File: src/rtl/game_ctrl_m_pkg.sv
// Shared types and constants for the tic-tac-toe game sequencer.
// Cell i of a board vector occupies bits [2i+1:2i].
package game_ctrl_m_pkg;

  localparam int unsigned N_CELLS = 9;

  typedef logic                   FLAG_T;
  typedef logic [3:0]             INDEX_T;
  typedef logic [1:0]             STATE_T;
  typedef logic [1:0]             RESULT_T;
  typedef logic [2*N_CELLS-1:0]   BOARD_T;

  localparam FLAG_T TURN_PLAYER = 1'b0;
  localparam FLAG_T TURN_AI     = 1'b1;

  localparam STATE_T CELL_EMPTY = 2'd0;
  localparam STATE_T CELL_X     = 2'd1;
  localparam STATE_T CELL_O     = 2'd2;

  localparam RESULT_T RESULT_NONE = 2'd0;
  localparam RESULT_T RESULT_X    = 2'd1;
  localparam RESULT_T RESULT_O    = 2'd2;
  localparam RESULT_T RESULT_DRAW = 2'd3;

  typedef enum logic [2:0] {
    StIdle,
    StClear,
    StWaitMove,
    StCommit,
    StCheck,
    StDone
  } ctrl_state_e;

  // Out-of-range indices shift the board away and read as empty.
  function automatic STATE_T cell_at(input BOARD_T cells, input INDEX_T idx);
    BOARD_T shifted;
    shifted = cells >> {idx, 1'b0};
    return shifted[1:0];
  endfunction

endpackage

File: src/rtl/game_ctrl_m_if.sv
// Signal bundle between the game sequencer, the move generators and the board store.
// slave is the sequencer's view; master is the surrounding environment's view.
interface game_ctrl_m_if;
  import game_ctrl_m_pkg::*;

  logic    start;
  logic    p_submit;
  INDEX_T  p_loc;
  STATE_T  p_val;
  logic    a_submit;
  INDEX_T  a_loc;
  STATE_T  a_val;
  BOARD_T  board_cells;

  FLAG_T   turn;
  logic    board_clr;
  logic    board_we;
  INDEX_T  board_loc;
  STATE_T  board_val;
  logic    move_err;
  logic [3:0] move_count;
  logic    game_over;
  RESULT_T result;

  modport master (
    output start, p_submit, p_loc, p_val, a_submit, a_loc, a_val, board_cells,
    input  turn, board_clr, board_we, board_loc, board_val, move_err, move_count,
           game_over, result
  );

  modport slave (
    input  start, p_submit, p_loc, p_val, a_submit, a_loc, a_val, board_cells,
    output turn, board_clr, board_we, board_loc, board_val, move_err, move_count,
           game_over, result
  );

endinterface

File: src/rtl/game_ctrl_m_win_check.sv
// Combinational three-in-a-row detector over the eight board lines.
module win_check_m
  import game_ctrl_m_pkg::*;
(
  input  BOARD_T board_cells,
  output logic   x_win,
  output logic   o_win
);

  function automatic logic line_is(input BOARD_T cells, input int a, input int b, input int c,
                                   input STATE_T mark);
    return (cell_at(cells, INDEX_T'(a)) == mark) && (cell_at(cells, INDEX_T'(b)) == mark) &&
           (cell_at(cells, INDEX_T'(c)) == mark);
  endfunction

  function automatic logic any_line(input BOARD_T cells, input STATE_T mark);
    logic hit;
    hit = line_is(cells, 0, 4, 8, mark) | line_is(cells, 2, 4, 6, mark);
    for (int i = 0; i < 3; i++) begin
      hit = hit | line_is(cells, 3*i, 3*i + 1, 3*i + 2, mark) | line_is(cells, i, i + 3, i + 6, mark);
    end
    return hit;
  endfunction

  always_comb begin
    x_win = any_line(board_cells, CELL_X);
    o_win = any_line(board_cells, CELL_O);
  end

endmodule

File: src/rtl/game_ctrl_m.sv
// Tic-tac-toe game sequencer: owns the turn, validates and commits moves to the board
// write port, and ends the game on a line, a full board or a side timing out.
module game_ctrl_m
  import game_ctrl_m_pkg::*;
#(
  parameter int unsigned TIMEOUT_CYCLES = 255,
  parameter int unsigned TIMER_W        = 8
) (
  input logic          clk,
  input logic          rst,
  game_ctrl_m_if.slave bus_io
);

  ctrl_state_e        state_q, state_d;
  FLAG_T              turn_q, turn_d;
  logic [3:0]         count_q, count_d;
  RESULT_T            result_q, result_d;
  logic [TIMER_W-1:0] timer_q, timer_d;
  INDEX_T             loc_q, loc_d;
  STATE_T             val_q, val_d;
  logic               err_q, err_d;
  logic               p_sub_q, a_sub_q;

  logic   x_win, o_win;
  logic   req, move_ok, timeout_hit;
  INDEX_T req_loc;
  STATE_T req_val;

  win_check_m u_win_check (
    .board_cells(bus_io.board_cells),
    .x_win      (x_win),
    .o_win      (o_win)
  );

  // Only the side holding the turn is looked at; the other side's edges are dropped.
  always_comb begin
    if (turn_q == TURN_AI) begin
      req     = bus_io.a_submit & ~a_sub_q;
      req_loc = bus_io.a_loc;
      req_val = bus_io.a_val;
    end else begin
      req     = bus_io.p_submit & ~p_sub_q;
      req_loc = bus_io.p_loc;
      req_val = bus_io.p_val;
    end
    move_ok = (req_loc < INDEX_T'(N_CELLS)) &&
              (cell_at(bus_io.board_cells, req_loc) == CELL_EMPTY) &&
              (req_val == ((turn_q == TURN_AI) ? CELL_O : CELL_X));
    timeout_hit = (TIMEOUT_CYCLES != 0) && (timer_q == TIMER_W'(TIMEOUT_CYCLES));
  end

  always_comb begin
    state_d  = state_q;
    turn_d   = turn_q;
    count_d  = count_q;
    result_d = result_q;
    timer_d  = timer_q;
    loc_d    = loc_q;
    val_d    = val_q;
    err_d    = 1'b0;
    unique case (state_q)
      StIdle, StDone: begin
        if (bus_io.start) begin
          state_d  = StClear;
          turn_d   = TURN_PLAYER;
          count_d  = '0;
          result_d = RESULT_NONE;
          timer_d  = '0;
        end
      end
      StClear: state_d = StWaitMove;
      StWaitMove: begin
        timer_d = timer_q + 1'b1;
        err_d   = req & ~move_ok;
        // A valid move in the expiry cycle beats the forfeit.
        if (req && move_ok) begin
          loc_d   = req_loc;
          val_d   = req_val;
          state_d = StCommit;
        end else if (timeout_hit) begin
          result_d = (turn_q == TURN_PLAYER) ? RESULT_O : RESULT_X;
          state_d  = StDone;
        end
      end
      StCommit: begin
        count_d = count_q + 4'd1;
        state_d = StCheck;
      end
      StCheck: begin
        if (x_win) begin
          result_d = RESULT_X;
          state_d  = StDone;
        end else if (o_win) begin
          result_d = RESULT_O;
          state_d  = StDone;
        end else if (count_q == 4'd9) begin
          result_d = RESULT_DRAW;
          state_d  = StDone;
        end else begin
          turn_d  = ~turn_q;
          timer_d = '0;
          state_d = StWaitMove;
        end
      end
      default: state_d = StIdle;
    endcase
  end

  always_ff @(posedge clk or posedge rst) begin
    if (rst) begin
      state_q  <= StIdle;
      turn_q   <= TURN_PLAYER;
      count_q  <= '0;
      result_q <= RESULT_NONE;
      timer_q  <= '0;
      loc_q    <= '0;
      val_q    <= CELL_EMPTY;
      err_q    <= 1'b0;
      p_sub_q  <= 1'b0;
      a_sub_q  <= 1'b0;
    end else begin
      state_q  <= state_d;
      turn_q   <= turn_d;
      count_q  <= count_d;
      result_q <= result_d;
      timer_q  <= timer_d;
      loc_q    <= loc_d;
      val_q    <= val_d;
      err_q    <= err_d;
      p_sub_q  <= bus_io.p_submit;
      a_sub_q  <= bus_io.a_submit;
    end
  end

  assign bus_io.turn       = turn_q;
  assign bus_io.board_clr  = (state_q == StClear);
  assign bus_io.board_we   = (state_q == StCommit);
  assign bus_io.board_loc  = loc_q;
  assign bus_io.board_val  = val_q;
  assign bus_io.move_err   = err_q;
  assign bus_io.move_count = count_q;
  assign bus_io.game_over  = (state_q == StDone);
  assign bus_io.result     = result_q;

endmodule

File: src/flat_wrapper.sv
// flat-port wrapper written by rule: the top's interface ports become plain ports
module game_ctrl_m_flat import game_ctrl_m_pkg::*;
#(
  parameter int unsigned TIMEOUT_CYCLES = 255,
  parameter int unsigned TIMER_W        = 8
)
  (clk, rst, bus_io_start, bus_io_p_submit, bus_io_p_loc, bus_io_p_val, bus_io_a_submit, bus_io_a_loc, bus_io_a_val, bus_io_board_cells, bus_io_turn, bus_io_board_clr, bus_io_board_we, bus_io_board_loc, bus_io_board_val, bus_io_move_err, bus_io_move_count, bus_io_game_over, bus_io_result);
  game_ctrl_m_if bus_io_i ();
  input logic clk;
  input logic rst;
  input wire logic [$bits(bus_io_i.start)-1:0] bus_io_start;
  input wire logic [$bits(bus_io_i.p_submit)-1:0] bus_io_p_submit;
  input wire logic [$bits(bus_io_i.p_loc)-1:0] bus_io_p_loc;
  input wire logic [$bits(bus_io_i.p_val)-1:0] bus_io_p_val;
  input wire logic [$bits(bus_io_i.a_submit)-1:0] bus_io_a_submit;
  input wire logic [$bits(bus_io_i.a_loc)-1:0] bus_io_a_loc;
  input wire logic [$bits(bus_io_i.a_val)-1:0] bus_io_a_val;
  input wire logic [$bits(bus_io_i.board_cells)-1:0] bus_io_board_cells;
  output wire logic [$bits(bus_io_i.turn)-1:0] bus_io_turn;
  output wire logic [$bits(bus_io_i.board_clr)-1:0] bus_io_board_clr;
  output wire logic [$bits(bus_io_i.board_we)-1:0] bus_io_board_we;
  output wire logic [$bits(bus_io_i.board_loc)-1:0] bus_io_board_loc;
  output wire logic [$bits(bus_io_i.board_val)-1:0] bus_io_board_val;
  output wire logic [$bits(bus_io_i.move_err)-1:0] bus_io_move_err;
  output wire logic [$bits(bus_io_i.move_count)-1:0] bus_io_move_count;
  output wire logic [$bits(bus_io_i.game_over)-1:0] bus_io_game_over;
  output wire logic [$bits(bus_io_i.result)-1:0] bus_io_result;
  assign bus_io_i.start = bus_io_start;
  assign bus_io_i.p_submit = bus_io_p_submit;
  assign bus_io_i.p_loc = bus_io_p_loc;
  assign bus_io_i.p_val = bus_io_p_val;
  assign bus_io_i.a_submit = bus_io_a_submit;
  assign bus_io_i.a_loc = bus_io_a_loc;
  assign bus_io_i.a_val = bus_io_a_val;
  assign bus_io_i.board_cells = bus_io_board_cells;
  assign bus_io_turn = bus_io_i.turn;
  assign bus_io_board_clr = bus_io_i.board_clr;
  assign bus_io_board_we = bus_io_i.board_we;
  assign bus_io_board_loc = bus_io_i.board_loc;
  assign bus_io_board_val = bus_io_i.board_val;
  assign bus_io_move_err = bus_io_i.move_err;
  assign bus_io_move_count = bus_io_i.move_count;
  assign bus_io_game_over = bus_io_i.game_over;
  assign bus_io_result = bus_io_i.result;
  game_ctrl_m #(.TIMEOUT_CYCLES(TIMEOUT_CYCLES), .TIMER_W(TIMER_W)) u_core (.clk(clk), .rst(rst), .bus_io(bus_io_i));
endmodule
File: config.mk
export PLATFORM = sky130hd
export DESIGN_NAME = game_ctrl_m_flat
export DESIGN_NICKNAME = d
export VERILOG_FILES = /design/src/rtl/game_ctrl_m_pkg.sv /design/src/rtl/game_ctrl_m_if.sv /design/src/rtl/game_ctrl_m_win_check.sv /design/src/rtl/game_ctrl_m.sv /design/src/flat_wrapper.sv
export SDC_FILE = /design/constraint.sdc
export NUM_CORES = 1
export LEC_CHECK = 0
export BUFFER_PORTS_ARGS = -buffer_cell sky130_fd_sc_hd__buf_2
export CAP_MARGIN = 30
export CORE_UTILIZATION = 52
export CTS_CLUSTER_DIAMETER = 60
export CTS_CLUSTER_SIZE = 28
export DETAILED_ROUTE_END_ITERATION = 10
export PLACE_DENSITY_LB_ADDON = 0.05
export SLEW_MARGIN = 0
export SYNTH_ARGS = -nofsm -noshare
export SYNTH_HDL_FRONTEND = slang
export SYNTH_SLANG_ARGS = --single-unit
export TNS_END_PERCENT = 10
File: constraint.sdc
create_clock -name clk -period 3.2 [get_ports clk]
set_input_delay 0.32 -clock clk [delete_from_list [all_inputs] [get_ports clk]]
set_output_delay 0.32 -clock clk [all_outputs]
set_load 0.02 [all_outputs]
Word-level counts from Yosys, hierarchy flattened. Cells that the tools add are included.

Flip-flop bits (word level): 27. Input port bits: 35. Output and inout port bits: 17. Word-level logic and storage cells: 148.

Add/sub/neg operators: 2. Magnitude comparators: 1. Equality and inequality tests: 34. Shift operators: 1. Muxes and demuxes: 32. Bitwise logic cells: 21. Reduce and logical (&&, ||, !) cells: 47.

Operator list (number): 1-bit logical AND (35); 8-bit two-way mux (4); 8-bit one-hot mux with 3 select lines (1); 2-bit by 1-bit equality test with 1-bit output (second input constant) (9); 2-bit equality test (second input constant) (9); 2-bit two-way mux (9); 3-bit two-way mux (6); 18-bit by 5-bit >> shifter with 2-bit output (1); 3-bit one-hot mux with 5 select lines (1); 5-bit AND reduction (3); 1-bit OR (14); 2-bit != test (second input constant) (5); 8-bit by 1-bit adder with 8-bit output (second input constant) (1); 8-bit equality test (second input constant) (1); 4-bit two-way mux (2); 4-bit one-hot mux with 2 select lines (1); 3-bit by 2-bit equality test with 1-bit output (second input constant) (2); 3-bit equality test (second input constant) (2); 1-bit two-way mux (6); 2-bit one-hot mux with 3 select lines (1); 2-bit AND reduction (3); 4-bit by 1-bit adder with 4-bit output (second input constant) (1); 4-bit equality test (second input constant) (1); 4-bit less-than comparator (second input constant) (1); 13 further kinds (19).

Depth between registers and ports, before layout. Gate-level depths: netlist of the first run.

Word-level depth: 13. Depth in mapped cells: 9.

Cells and area by module. Synthesis of the first run repeated with hierarchy kept, for this count alone.

Cell total of the unflattened synthesis: 226. Area total of the unflattened synthesis: 1908.1 µm².

By module, submodules not included: game_ctrl_m (instances 1, cells an instance 194, area an instance 1700.4 µm², seq. area each 675.6 µm²); win_check_m (instances 1, cells an instance 32, area an instance 207.7 µm², seq. area each 0.0 µm²).

Least setup slack after synthesis of the first run. Ideal clock, no wire load.

Kind: reg2reg. Start point: register u_core.turn_q, in the netlist u_core.bus_io.turn. End point: register u_core.result_q[0], in the netlist u_core.bus_io.result[0]. Setup time: 0.125 ns. Arrival: 2.402 ns. Data required time: 3.075 ns. Slack: 0.673 ns. Cell stages (with the launch flop): 8. Path buffers: 1. Period minus slack after synthesis: 2.527 ns. Cell sequence: dfrtp_1 mux2_2 o311ai_0 a31oi_1 or4b_1 buf_4 o211a_4 mux2_4.

Cells in the longest elaborated chain, start to end: 8. Elaborated cells between the ends (all ways): 17. Classes of those cells: order compare (1); eq/ne (2); shift (1); mux (8); reduce/logical (5).

RTL lines: start, declared (RTL line game_ctrl_m.sv:15) `FLAG_T turn_q, turn_d;`; start signal, assigned (RTL line game_ctrl_m.sv:123) `turn_q <= turn_d;`; 4-bit two-way mux (RTL line game_ctrl_m.sv:37) `if (turn_q == TURN_AI) begin`; 18-bit by 5-bit >> shifter with 2-bit output (RTL line game_ctrl_m_pkg.sv:37) `shifted = cells >> {idx, 1'b0};`; 2-bit zero test (RTL line game_ctrl_m.sv:47) `(cell_at(bus_io.board_cells, req_loc) == CELL_EMPTY) &&`; 1-bit logical AND (RTL line game_ctrl_m.sv:46) `move_ok = (req_loc < INDEX_T'(N_CELLS)) &&`; 1-bit logical AND (RTL line game_ctrl_m.sv:47); 1-bit logical AND (RTL line game_ctrl_m.sv:76) `if (req && move_ok) begin`; 2-bit != test (no source line); 5-bit AND reduction (no source line); end signal, assigned (RTL line game_ctrl_m.sv:125) `result_q <= result_d;`; end, declared (RTL line game_ctrl_m.sv:17) `RESULT_T result_q, result_d;`.

Parallel ways exist; a longest one is shown, timed or not. The select of a mux whose other input is x is not followed. A chain may end at the register's enable or synchronous reset.

Worst setup path in the final report of the first run.
Start point: register u_core.turn_q, in the netlist u_core.bus_io.turn. End point: register u_core.result_q[1], in the netlist u_core.bus_io.result[1].

The elaborated chain is that of the path after synthesis.

==> results_dict.tcl, run 1 <==
set metrics [dict create \
    status "complete, no violations" \
    worst_setup_path_start_kind "flip-flop" \
    final.setup.tns_ns 0 \
    synthTopCellsByArea "dfrtp_1 (36%), a21oi_1 (6.2%), mux2_2 (4.8%)" \
    grt_pass1_vias 1490 \
    syn_area_sq_mm 0.00187 \
    fill_cells 304 \
    cts_resized 0 \
    synth_edf_count 0 \
    antenna_found_initial 0 \
    slew_headroom 0.584 \
    htreeDepth 1 \
    ys_warn_count 0 \
    grt_overflow 0 \
    rsz0062_at_grt "no" \
    syn_nets 253 \
    dieArea_sq_mm 0.00384 \
    hold_path_class "in -> reg" \
    grt_pass1_wl_mm 6.37 \
    track_usage 0.222 \
    power_density_mw_per_mm2 644 \
    num_vias 1791 \
    n_antenna_cell 0 \
    initial_core_util 0.551 \
    design_power_total_uw 1430 \
    synth_top_cell_by_area "dfrtp_1" \
    fin_skew_ns 0.00871 \
    clockBufferDepth 2 \
    drv_cap 0 \
    yosysSeqAreaShare 0.361 \
    viasPerCell 5.74 \
    hold_start "bus_io_a_submit" \
    slew_violations 0 \
    holdBufCountCts 1 \
    area_growth_pct 19.0 \
    layout_commonest_cell "buf_2" \
    cp_data_arrival_time_ns 3.06 \
    setup_viol 0 \
    dpl-instance-area_sq_mm 0.00218 \
    crit_start "u_core.bus_io.turn" \
    register_area_sq_um 676 \
    drive_above_1_share 0.267 \
    synth_cell_types 45 \
    comb_power_share 0.508 \
    p_leak_uw 0.00107 \
    power.net_switching_uw 640 \
    dp_hpwl_mm 3.31 \
    ys_ff_latch 27 \
    layout_common_cells "buf_2 (51), dfrtp_1 (27), a21oi_1 (23)" \
    multi_input_area_sq_mm 0.00110 \
    max_freq_mhz 353 \
    async_flop_share 1.00 \
    cts_root_buf "clkbuf_4" \
    num_rows 21 \
    synthFlopType "dfrtp_1" \
    worstSkewPairLatency_ns 0.33 \
    cts_tree "built" \
    place_congestion 0.844 \
    core-area_sq_mm 0.00339 \
    syn-instance-count 215 \
    io_buffers 51 \
    routedWlPerCell_um 13.8 \
    ios 52 \
    switching_share 0.447 \
    final_hold_viol_count 0 \
    post-cts-setup-buffers 0 \
    ant_nets 0 \
    stdcell_area_sq_mm 0.00222 \
    path_clk_slew_ns 0.15 \
    cts_sinks 27 \
    finalCriticalPeriod_ns 2.83 \
    post-route-period-util 0.886 \
    die_y_um 62.0 \
    required_ns 3.43 \
    tightest_slew_ns 0.624 \
    vdd_drop_max_mv 0.487 \
    postSynthAreaPerCell_sq_um 8.69 \
    path_class "reg -> reg" \
    power_frac_clock 0.108 \
    drc 0 \
    yosys.area.top_type_share 0.361 \
    first_pass_iters 4 \
    power_frac_seq 0.384 \
    r2r-start "u_core.bus_io.turn" \
    grt_max_degree 23 \
    final_nets 305 \
    drtIter0Drc 143 \
    internal-power_uw 793 \
    cts_buffers 3 \
    die_w_um 62.0 \
    crit_path_max_fanout 10 \
    drt-total-wl_mm 4.30 \
    critPathCaptureType "flip-flop" \
]
logic make-up (layout without fill, tap and decap cells):
kind of cell,after synthesis,count (layout),synth area share
mux,13,13,0.0803
fa+ha+maj,3,3,0.0201
buf+inv,21,72,0.0482
flops,27,27,0.361
compound gates,68,68,0.236
simple gates,83,83,0.254
synth_stat cells, types with 4 or more instances:
| master | instances |
|---|---|
| and3_1 | 4 |
| clkbuf_1 | 6 |
| nor2_1 | 15 |
| dfrtp_1 | 27 |
| inv_1 | 11 |
| mux2_2 | 8 |
| nor3_1 | 8 |
| o21a_1 | 5 |
| o21ai_0 | 10 |
| nand3_1 | 6 |
| and2_1 | 4 |
| a21oi_1 | 23 |
| nand2_1 | 16 |
| nor2b_1 | 8 |
| nor4bb_1 | 8 |
| o22ai_1 | 6 |
| a31oi_1 | 4 |
layer usage:
metal	share of wire	track usage	wire (um)
met2	0.45	0.368	1940
met3	0.057	0.0269	245
met5	0	0	0
met4	0.0051	0.0508	22
met1	0.49	0.311	2090
registers in the layout, summed over array words and instances, names as in the netlist:
| register | flops |
|---|---|
| u_core.a_sub_q | 1 |
| u_core.bus_io.board_loc | 4 |
| u_core.bus_io.board_val | 2 |
| u_core.bus_io.move_count | 4 |
| u_core.bus_io.move_err | 1 |
| u_core.bus_io.result | 2 |
| u_core.bus_io.turn | 1 |
| u_core.p_sub_q | 1 |
| u_core.state_q | 3 |
| u_core.timer_q | 8 |
area by class of cell:
cell class,instances,share of cell area
flip-flops and latches,27,0.304
repair buffers,55,0.138
well taps,46,0.0259
inverters,13,0.0219
clock inverters,1,0.00394
clock buffers,3,0.0101
multi-input cells,167,0.496
stage by stage:
step	util	hold WS (ns)	setup slack [ns]	std cells
floorplan	-	0.351	0.673	215
global placement	0.636	0.447	0.526	306
detailed placement	0.644	0.278	0.404	307
CTS	0.656	0.0844	0.361	312
global route	0.656	0.0744	0.200	312
finish	0.656	0.0980	0.365	312
power by group through the flow:
stage | sequential [uW] | clock, uW | combinational (uW)
2_1_floorplan | 546 | 0 | 539
3_3_place_gp | 552 | 0 | 711
3_5_place_dp | 554 | 0 | 726
4_1_cts | 547 | 164 | 731
5_1_grt | 563 | 172 | 818
6_report | 550 | 155 | 727
critical path, cell delays in order, from the launching register on:
cell and delay, ns:
dfrtp_1 0.52, buf_4 0.21, nor3_1 0.24, nor2_1 0.07, o41ai_1 0.33, o21ai_1 0.17
or4b_1 0.67, o211a_4 0.23, mux2_4 0.29
worst paths after layout:
check | endpoint | depth (start not counted) | slack [ns]
hold / removal | u_core.a_sub_q | 1 | 0.1
setup / recovery | u_core.bus_io.result[1] | 8 | 0.37
hold reg to reg | u_core.bus_io.board_val[0] | 2 | 0.51
max in group asynchronous | u_core.bus_io.move_count[0] | 4 | 2.34
setup reg to reg | u_core.bus_io.result[1] | 8 | 0.37
min in group asynchronous | u_core.bus_io.board_val[0] | 3 | 0.45
Note: power is estimated with default switching activity, not from simulation.
==> run 2, diff against run 1 <==
--- a/config.mk
+++ b/config.mk
@@ -12,6 +12,7 @@
 export CTS_CLUSTER_SIZE = 28
 export DETAILED_ROUTE_END_ITERATION = 10
 export PLACE_DENSITY_LB_ADDON = 0.05
+export RECOVER_POWER = 25
 export SLEW_MARGIN = 0
 export SYNTH_ARGS = -nofsm -noshare
 export SYNTH_HDL_FRONTEND = slang
==> run 2 against run 1 <==
Flip-flop and latch count stayed put. Combinational power hardly changed. Maximum frequency hardly changed. Worst setup slack hardly changed. Cell area is 1.1% lower. Non-clock buffer count stayed put. Worst hold slack worse by 0.0019 ns. Count of clock-buffer cells in the layout stayed put. Via count hardly changed. Sequential power hardly changed. Largest cell class unchanged. Largest power group unchanged.
==> results_dict.tcl, run 2 (synthesis gave the netlist of run 1 again) <==
set metrics [dict create \
    rr_endpoint "u_core.bus_io.result[1]" \
    tightest_slew_ns 1.21 \
    grt_max_degree 23 \
    rsz0062_at_grt "no" \
    layout_commonest_cell "buf_2" \
    layout_common_cells "buf_2 (51), dfrtp_1 (27), a21oi_1 (23)" \
    worstSkewPairLatency_ns 0.33 \
    r2r_slack_ns 0.36 \
    path_class "reg -> reg" \
    place_congestion 0.844 \
    dieArea_sq_mm 0.00384 \
    reg2reg_depth 8 \
    final_nets 305 \
    drtIter0Drc 140 \
    drt-total-wl_mm 4.30 \
    status "complete, no violations" \
    num_vias 1792 \
    die_y_um 62.0 \
    io_buffers 51 \
    required_ns 3.43 \
    fin_skew_ns 0.00957 \
    crit_path_max_fanout 10 \
    worst_setup_path_start_kind "flip-flop" \
    area_growth_pct 17.7 \
    track_usage 0.222 \
    slew_violations 0 \
    ant_nets 0 \
    post-cts-setup-buffers 0 \
    drive_above_1_share 0.263 \
    grt_overflow 0 \
    htreeDepth 1 \
    slowest_delay_ns 0.67 \
    cts_sinks 27 \
    place_ws_ns 0.404 \
    antenna_found_initial 0 \
    crit_path_top_delay_cell "or4b_1" \
    cts_buffers 3 \
    slew_headroom 0.196 \
    viasPerCell 5.74 \
    hold_depth 1 \
    multi_input_area_sq_mm 0.00110 \
    layout_setup_ws_ns 0.365 \
    cts_root_buf "clkbuf_4" \
    stdcell_area_sq_mm 0.00220 \
    registers.top_by_ff_count "u_core.timer_q" \
    power_density_mw_per_mm2 649 \
    final.setup.tns_ns 0 \
    design_power_total_uw 1430 \
    path_cells "buf_4, nor3_1, nor2_1, o41ai_1, o21ai_1, or4b_1, o211a_4, mux2_4" \
    switching_share 0.447 \
    hold_start "bus_io_a_submit" \
    grt_pass1_vias 1490 \
    routedWlPerCell_um 13.8 \
    dp_hpwl_mm 3.31 \
    register_area_sq_um 676 \
    die_w_um 62.0 \
    comb_power_share 0.507 \
    r2r-start "u_core.bus_io.turn" \
    initial_core_util 0.551 \
    vdd_drop_max_mv 0.482 \
    hold_path_class "in -> reg" \
    largest_reg_flops 8 \
    critPathCaptureType "flip-flop" \
    drv_cap 0 \
    grt_pass1_wl_mm 6.37 \
    max_freq_mhz 353 \
    drc 0 \
    cp_data_arrival_time_ns 3.06 \
    ios 52 \
    path_clk_slew_ns 0.15 \
    final_hold_viol_count 0 \
    cts_tree "built" \
    post-route-period-util 0.886 \
    clockBufferDepth 2 \
    power_frac_seq 0.384 \
    fill_cells 308 \
    power.net_switching_uw 639 \
    first_pass_iters 4 \
    dpl-instance-area_sq_mm 0.00218 \
    n_antenna_cell 0 \
    cts_resized 0 \
    post-route-util 0.649 \
    min_to "u_core.a_sub_q" \
    setup_viol 0 \
    internal-power_uw 790 \
    core-area_sq_mm 0.00339 \
    p_leak_uw 0.00106 \
    power_frac_clock 0.109 \
    finalCriticalPeriod_ns 2.84 \
    num_rows 21 \
]
-- run 2: how the worst max path moves through the flow --
stage | start | to
CTS | u_core.bus_io.turn | u_core.bus_io.result[1]
global placement | u_core.bus_io.turn | u_core.bus_io.result[1]
detailed placement | u_core.bus_io.turn | u_core.bus_io.result[1]
finish | u_core.bus_io.turn | u_core.bus_io.result[1]
global route | u_core.bus_io.turn | u_core.bus_io.result[1]
floorplan | u_core.bus_io.turn | u_core.bus_io.result[0]
-- run 2: final cells by class --
type                       count  area share
clock buffer                   3      0.0102
clock inverter                 1     0.00398
inverter                      13      0.0222
multi-input combinational    167       0.501
sequential                    27       0.307
tap                           46      0.0262
timing repair buffer          55       0.129
-- run 2: worst max-delay path: cells and delay by family, from the launching register on --
kind | cells | cell delay, ns
compound gates | 3 | 0.72
flops | 1 | 0.52
buf+inv | 1 | 0.21
simple gates | 3 | 0.98
mux | 1 | 0.29
-- run 2: per-layer routing --
metal / wire length, um / global-route usage / share of wire
met1: 2090 / 0.311 / 0.48
met2: 1940 / 0.368 / 0.45
met3: 251 / 0.0269 / 0.058
met4: 26 / 0.0508 / 0.0060
met5: 0 / 0 / 0
-- run 2: power by group through the flow --
stage / Combinational [uW] / Clock [uW] / Sequential [uW]
after floorplan: 539 / 0 / 546
after global placement: 711 / 0 / 552
after detailed placement: 726 / 0 / 554
after CTS: 731 / 164 / 547
after global routing: 815 / 172 / 563
final: 725 / 155 / 548
-- run 2: timing repair --
item / in CTS / in global routing
setup endpoints to repair: 0 / 0
endpoints found under the hold margin: 5 / 0
hold buffers: 1 / 0
-- run 2: stage by stage --
step	hold slack (ns)	instances
detailed placement	0.278	307
finish	0.0961	312
CTS	0.0844	312
floorplan	0.351	215
global route	0.0744	312
global placement	0.447	306
